**src/rtl/branch_predictor.sv**
```systemverilog
// branch_predictor: direct-mapped tagged table of 2-bit saturating counters.
// Combinational guess lookup; check port trains one entry per rising edge.
module branch_predictor #(
    parameter int PC_WIDTH = 32,
    parameter int LINES = 8
) (
    input  logic                clk,
    input  logic                reset,
    input  logic [PC_WIDTH-1:0] pc_guess,
    input  logic                is_br_guess,
    input  logic [PC_WIDTH-1:0] pc_check,
    input  logic                is_br_check,
    input  logic                br_taken_check,
    output logic                br_pred_taken
);
    localparam int IB = $clog2(LINES);
    localparam int TW = PC_WIDTH - IB;

    logic [LINES-1:0] valid;
    logic [TW-1:0]    tags [LINES];
    logic [1:0]       cnt  [LINES];

    logic [IB-1:0] idx_g, idx_c;
    logic [TW-1:0] tag_g, tag_c;
    logic          hit_g, hit_c;
    logic [1:0]    cnt_c, cnt_next;

    assign idx_g = pc_guess[IB-1:0];
    assign tag_g = pc_guess[PC_WIDTH-1:IB];
    assign idx_c = pc_check[IB-1:0];
    assign tag_c = pc_check[PC_WIDTH-1:IB];

    assign hit_g = valid[idx_g] && tags[idx_g] == tag_g;
    assign hit_c = valid[idx_c] && tags[idx_c] == tag_c;
    assign cnt_c = cnt[idx_c];

    // Gating with reset keeps the prediction low for the whole reset pulse.
    assign br_pred_taken = !reset && is_br_guess && hit_g && cnt[idx_g][1];

    always_comb begin
        cnt_next = br_taken_check ? 2'b10 : 2'b01;
        if (hit_c)
            cnt_next = br_taken_check ? (cnt_c == 2'b11 ? 2'b11 : cnt_c + 2'd1)
                                      : (cnt_c == 2'b00 ? 2'b00 : cnt_c - 2'd1);
    end

    always_ff @(posedge clk or posedge reset) begin
        if (reset)
            valid <= '0;
        else if (is_br_check)
            valid[idx_c] <= 1'b1;
    end

    // Tags and counters are meaningless while invalid, so they carry no reset.
    always_ff @(posedge clk) begin
        if (!reset && is_br_check) begin
            tags[idx_c] <= tag_c;
            cnt[idx_c]  <= cnt_next;
        end
    end
endmodule

```
**config.mk**
```make
export PLATFORM = sky130hd
export DESIGN_NAME = branch_predictor
export DESIGN_NICKNAME = d
export VERILOG_FILES = /design/src/rtl/branch_predictor.sv
export SDC_FILE = /design/constraint.sdc
export NUM_CORES = 1
export LEC_CHECK = 0
export CORE_ASPECT_RATIO = 0.9
export CORE_MARGIN = 2
export CORE_UTILIZATION = 35
export CTS_CLUSTER_SIZE = 40
export DETAILED_ROUTE_END_ITERATION = 8
export GPL_TIMING_DRIVEN = 0
export PLACE_DENSITY_LB_ADDON = 0.08
export SLEW_MARGIN = 20
export SYNTH_ARGS = -nofsm -noshare
export SYNTH_HDL_FRONTEND = slang
export SYNTH_SLANG_ARGS = --single-unit
```
**constraint.sdc**
```tcl
create_clock -name clk -period 4.3 [get_ports clk]
set_clock_uncertainty 0.1 [all_clocks]
set_input_delay 1.075 -clock clk [delete_from_list [all_inputs] [get_ports clk]]
set_output_delay 1.075 -clock clk [all_outputs]
set_load 0.01 [all_outputs]
```
* Word-level counts from Yosys, hierarchy flattened
Memory sizes are Yosys's and may differ from the RTL's. Index checks and enable logic that the tools add are counted.
Word-level totals: register bits 8, bits in writable memories 248, input port bits 69, output and inout port bits 1, logic and storage cells 34, memories kept 2
Cells by class: add/sub/neg operators 2, magnitude comparators 3, equality and inequality tests 3, multiplexer cells 13, bitwise gates (word level) 1, reductions and logical operators 9
Memory list:
- tags | depth 8, width 29, rd ports 2, clocked after Yosys merged registers in 0, wr ports 1, line 20 | logic [TW-1:0] tags [LINES];
- cnt | depth 8, width 2, rd ports 2, clocked after Yosys merged registers in 0, wr ports 1, line 21 | logic [1:0] cnt [LINES];
Operator list (number):
- == test 29 bit | 2
- 2-to-1 mux 2 bit | 5
- less-than comparator 3 x 4 -> 1 bit, second input constant | 2
- bitwise OR 8 bit | 1
- logical AND 1 bit | 7
- binary-select mux 1 bit (select 3 bit) | 2
- 2-to-1 mux 1 bit | 5
- demux 1 bit (select 3 bit) | 1
- greater-or-equal comparator 3 x 1 -> 1 bit, second input constant | 1
- adder 2 x 1 -> 2 bit, second input constant | 1
- == test 2 bit, second input constant | 1
- logical NOT 2 bit | 1
- subtractor 2 x 1 -> 2 bit, second input constant | 1
- logical NOT 1 bit | 1

* Depth between registers and ports, before layout
depth after elaboration 5, depth in mapped cells 11, gate-level depth less buffers 7

* Worst setup path before layout
OpenSTA, ideal clock, no wires.
path kind input -> register, start point in pc_check[0], end point mem cnt[0][0], enable pin, setup time 497 ps, arrival time 4872 ps, setup slack -1169 ps, stages 6, cell sequence buf_6 -> buf_6 -> buf_6 -> buf_4 -> buf_4 -> nor4_1
RTL lines:
- start: declaration | line 11 | input logic [PC_WIDTH-1:0] pc_check,
- end: declaration | line 21
No word-level cell before the write port.

* Worst setup path in the final report
start point in pc_guess[1], end point out br_pred_taken
Between the ends: word-level cells in the longest chain between the ends 5, elaborated cells between the ends (all ways) 8
RTL lines:
- start: declaration | line 9 | input logic [PC_WIDTH-1:0] pc_guess,
- memory (8 x 29 bit) / binary-select mux 1 bit (select 3 bit) (equally long branches)
- == test 29 bit / 2-to-1 mux 1 bit (equally long branches) | line 33 | assign hit_g = valid[idx_g] && tags[idx_g] == tag_g;
- logical AND 1 bit | line 33
- logical AND 1 bit | line 38 | assign br_pred_taken = !reset && is_br_guess && hit_g && cnt[idx_g][1];
- logical AND 1 bit * | line 38
- end: declaration | line 14 | output logic br_pred_taken
Mark *: on every way between the ends. The rest lies on a longest branch, timed or not. The select of a mux whose other input is x is not followed.

==> impl_summary.txt <==
----------------------------------------------------
[Pwr]
  Share of total power in the clock network ... 0.401
  Total power after layout ... approximately 5.8 mW
  Switching power as a share of total power ... 0.230
  Max VDD drop ... approximately 0.31 mV
  Pwr/cell area ... between 300 and 400 mW/mm²
  Sequential group share of total power ... 0.487
  Power dissipated by switching net loads ... 1.33 mW
  Cell internal power dissipation ... between 4 and 5 mW
  Portion of total power attributed to combinational logic ... 0.112
  Cell leakage power ... approximately 5.0 nW

[Clock network]
  TritonCTS clock tree ... built
  Depth of the CTS H-tree ... 1
  Clock-pin slew reported for the worst setup and hold paths after clock tree synthesis ... approximately 0.050 ns
  Clock net sink count ... roughly 260
  Quantity of hold-fixing buffers added after cts ... 0
  Number of CTS-inserted buffers ... 29
  Root buffer selected by CTS ... sky130_fd_sc_hd__clkbuf_16
  CTS max path bufs ... 3
  Source-to-sink clock delay at the later pin of the worst-skew pair ... approximately 0.56 ns

[Outcome]
  Run status ... finished with violations
  Violations in the final reports ... negative setup slack

[STA]
  Pin slew with the least headroom to its limit ... roughly 1.1 ns
  Worst max-slew margin expressed relative to the limit ... 0.296
  RSZ-0062 raised after global routing ... true
  Setup-violating endpoint count in the final report ... 1
  Post-route worst hold slack ... between 0.3 and 0.4 ns
  TNS Setup ... -0.240 ns
  Post-route setup slack ... -0.240 ns
  Fin crit period ... between 4 and 5 ns
  Post-route clock period utilization ... 1.06
  Pins Over Slew Limit ... 0
  Highest achievable clock rate ... roughly 0.22 GHz
  Final count of hold timing violations ... 0

[Logic synthesis]
  Post-synthesis area per instance ... 18.6 µm²
  Area contributors post-synth ... sky130_fd_sc_hd__edfxtp_1, sky130_fd_sc_hd__mux4_2, sky130_fd_sc_hd__mux2i_1, sky130_fd_sc_hd__xnor2_1, sky130_fd_sc_hd__xor2_1
  Top cell type's share of synthesized area ... 0.607
  Post-synthesis instance area ... 0.0123 mm²
  Gate Count Post-Synth ... roughly 660
  Count of cell types in the netlist ... 43
  Number of register bits inferred by synthesis ... about 260
  Sequential-to-total area share from yosys stat ... 0.624
  Synthesis warning total ... 0
  Mapped Nets ... approximately 730
  Most common flop cell mapped by yosys ... sky130_fd_sc_hd__edfxtp_1
  Yosys top cell by area ... sky130_fd_sc_hd__edfxtp_1
  Async set-or-reset flop fraction in the synthesized netlist ... 0.0313
  Count of flip-flops with a built-in enable after synthesis ... between 200 and 250

[Routing]
  Routed WL per cell ... ~28 µm
  DRC Markers ... 0
  Drt first pass iters ... 5
  Total number of vias ... approximately 7,000
  Violation count after the first detailed-route iteration ... about 480
  Via density ... 5.52
  Total wire length after detailed routing ... roughly 36,000 µm
  Post-route ant nets ... 0

[Critical path]
  Cell Chain, Critical Path ... clkbuf_4, buf_6, mux4_2, mux2i_1, xnor2_1, nor4_2, nand4_1, nor4_2, buf_2
  Worst r2r src ... tags[2][22]
  Critical path's largest stage delay ... between 0.3 and 0.4 ns
  Buffer and inverter count on the worst path ... 3
  Category of cells accounting for the largest share of critical-path delay ... simple AND/OR/NAND/NOR gates
  Library cell contributing the largest single delay on the critical path ... sky130_fd_sc_hd__mux4_2
  Critical Path Sink Type ... output pin
  Data arrival at the endpoint of the critical path ... between 3 and 4 ns
  Start point of the critical path ... pc_guess[1]
  Path type of the worst setup path ... input pin to output pin
  Data required time at the worst endpoint ... 3.12 ns
  CP dominant cell by count ... sky130_fd_sc_hd__nor4_2
  Maximum fanout along the worst path ... 10
  Startpoint types ... input pin

[Floorplan]
  Number of standard-cell rows in the floorplan ... between 60 and 70
  Die footprint ... 0.0366 mm²
  Die X ... between 200 and 250 µm
  IO Pins ... 70
  Y dimension of the die ... ~180 µm
  Starting density of the core ... 0.352
  Core region area ... about 0.035 mm²

[GRT]
  Pin count of the biggest net entering global routing ... 17
  Antenna violations before repair ... 0
  Fraction of met3 tracks used by global routing ... 0.0332
  First-pass GRT wire length ... between 50,000 and 60,000 µm
  Most used routing layer in global routing ... met2
  Total grt overflow ... 0
  GRT Total Usage ... 0.197
  Met2 track demand over resource in global routing ... 0.337
  Number of global-route vias before repair ... 7,602
  Met1 routing resource usage after global routing ... 0.265

[Placed design]
  Buffers on Ports ... 63
  Detailed placer's ending HPWL ... 25,600 µm
  Final GP Congestion ... between 0.7 and 0.8

[Job]
  Number of max-cap violations ... 0

[Layout]
  Post-layout util ... 0.435
  Highest-count cells in the layout ignoring fill and taps ... sky130_fd_sc_hd__edfxtp_1, sky130_fd_sc_hd__mux4_2, sky130_fd_sc_hd__mux2i_1
  Most common cell after layout, fill and taps aside ... sky130_fd_sc_hd__edfxtp_1
  Area growth, synth to finish ... 23.5%
  Sequential cell area ... between 0.007 and 0.008 mm²
  Footprint of the multi-input gates ... between 0.004 and 0.005 mm²
  Final-layout fill cell count ... ~3,100
  Share of cells above drive strength 1 ... 0.303
  Nets ... approximately 870
  Antenna Cells ... 0

[Min path]
  Hold Path Class ... flop to flop
  Worst min-delay path startpoint ... valid[6]

----------------------------------------------------
[cells in the mapped netlist, drive strengths merged (3+ instances only)]
cell	count
mux4	104
a31oi	4
nor4	12
clkbuf	10
inv	4
edfxtp	248
nor2	6
and3	7
a21o	4
o21ai	8
a21oi	7
o21bai	3
xor2	24
a22oi	13
xnor2	27
nor2b	3
nand2b	4
buf	33
nor3	4
nand3	4
mux2i	85
nand4	6
nand2	12
dfrtp	8
[sequential cells by signal, indices dropped and copies added, names as in the netlist]
signal  flops
valid       8
cnt        16
tags      232
[path summary, 6_finish.rpt]
check / cells past startpoint / slack (ns) / to
worst max-delay path: 9 / -0.24 / br_pred_taken
max in group asynchronous: 2 / 3.18 / valid[2]
worst max register to register: 7 / 1.28 / cnt[7][0]
min in group asynchronous: 2 / 0.66 / valid[1]
worst min-delay path: 1 / 0.37 / valid[6]
worst min register to register: 1 / 0.37 / valid[6]
[cells by family after synthesis]
logic type,after synthesis,synth area share
AO/OA/AOI/OAI,51,0.0286
XOR/XNOR,51,0.0364
buffers and inverters,47,0.0209
flip-flops,256,0.624
multiplexers,189,0.260
AND/OR/NAND/NOR,65,0.0302
[per-layer routing]
layer	vias to the layer above	part of all wire
met2	223	0.50
met1	3801	0.43
met5	-	0
li1	3037	-
met3	38	0.050
met4	0	0.020
[area by class of cell]
cell class	count	share of cell area
clock inverter	13	0.00744
timing repair buffer	108	0.0720
clock buffer	38	0.0502
sequential	256	0.505
tap	469	0.0388
multi-input combinational	356	0.301
buffer	43	0.0245
inverter	4	0.000991
[power by group through the flow]
stage          combinational [mW]  clock, mW  sequential (mW)
2_1_floorplan               0.353          0             2.86
3_3_place_gp                0.590          0             2.87
3_5_place_dp                0.614          0             2.87
4_1_cts                     0.641       2.37             2.81
5_1_grt                     0.692       2.46             2.82
6_report                    0.647       2.32             2.81
[stage by stage]
step / setup slack, ns / cells / instance area, µm²
after floorplan: -1.17 / 659 / 12300
after global placement: -6.61 / 1191 / 13500
after detailed placement: -1.93 / 1227 / 13900
after CTS: -0.278 / 1286 / 15000
after global routing: -0.386 / 1287 / 15100
final: -0.240 / 1287 / 15100
[timing repair]
action | CTS | global route
pin swaps | 4 | 6
setup buffers | 8 | 1
endpoints found under the setup margin | 17 | 26
resized for setup | 51 | 22
(Power assumes the default switching activity.)
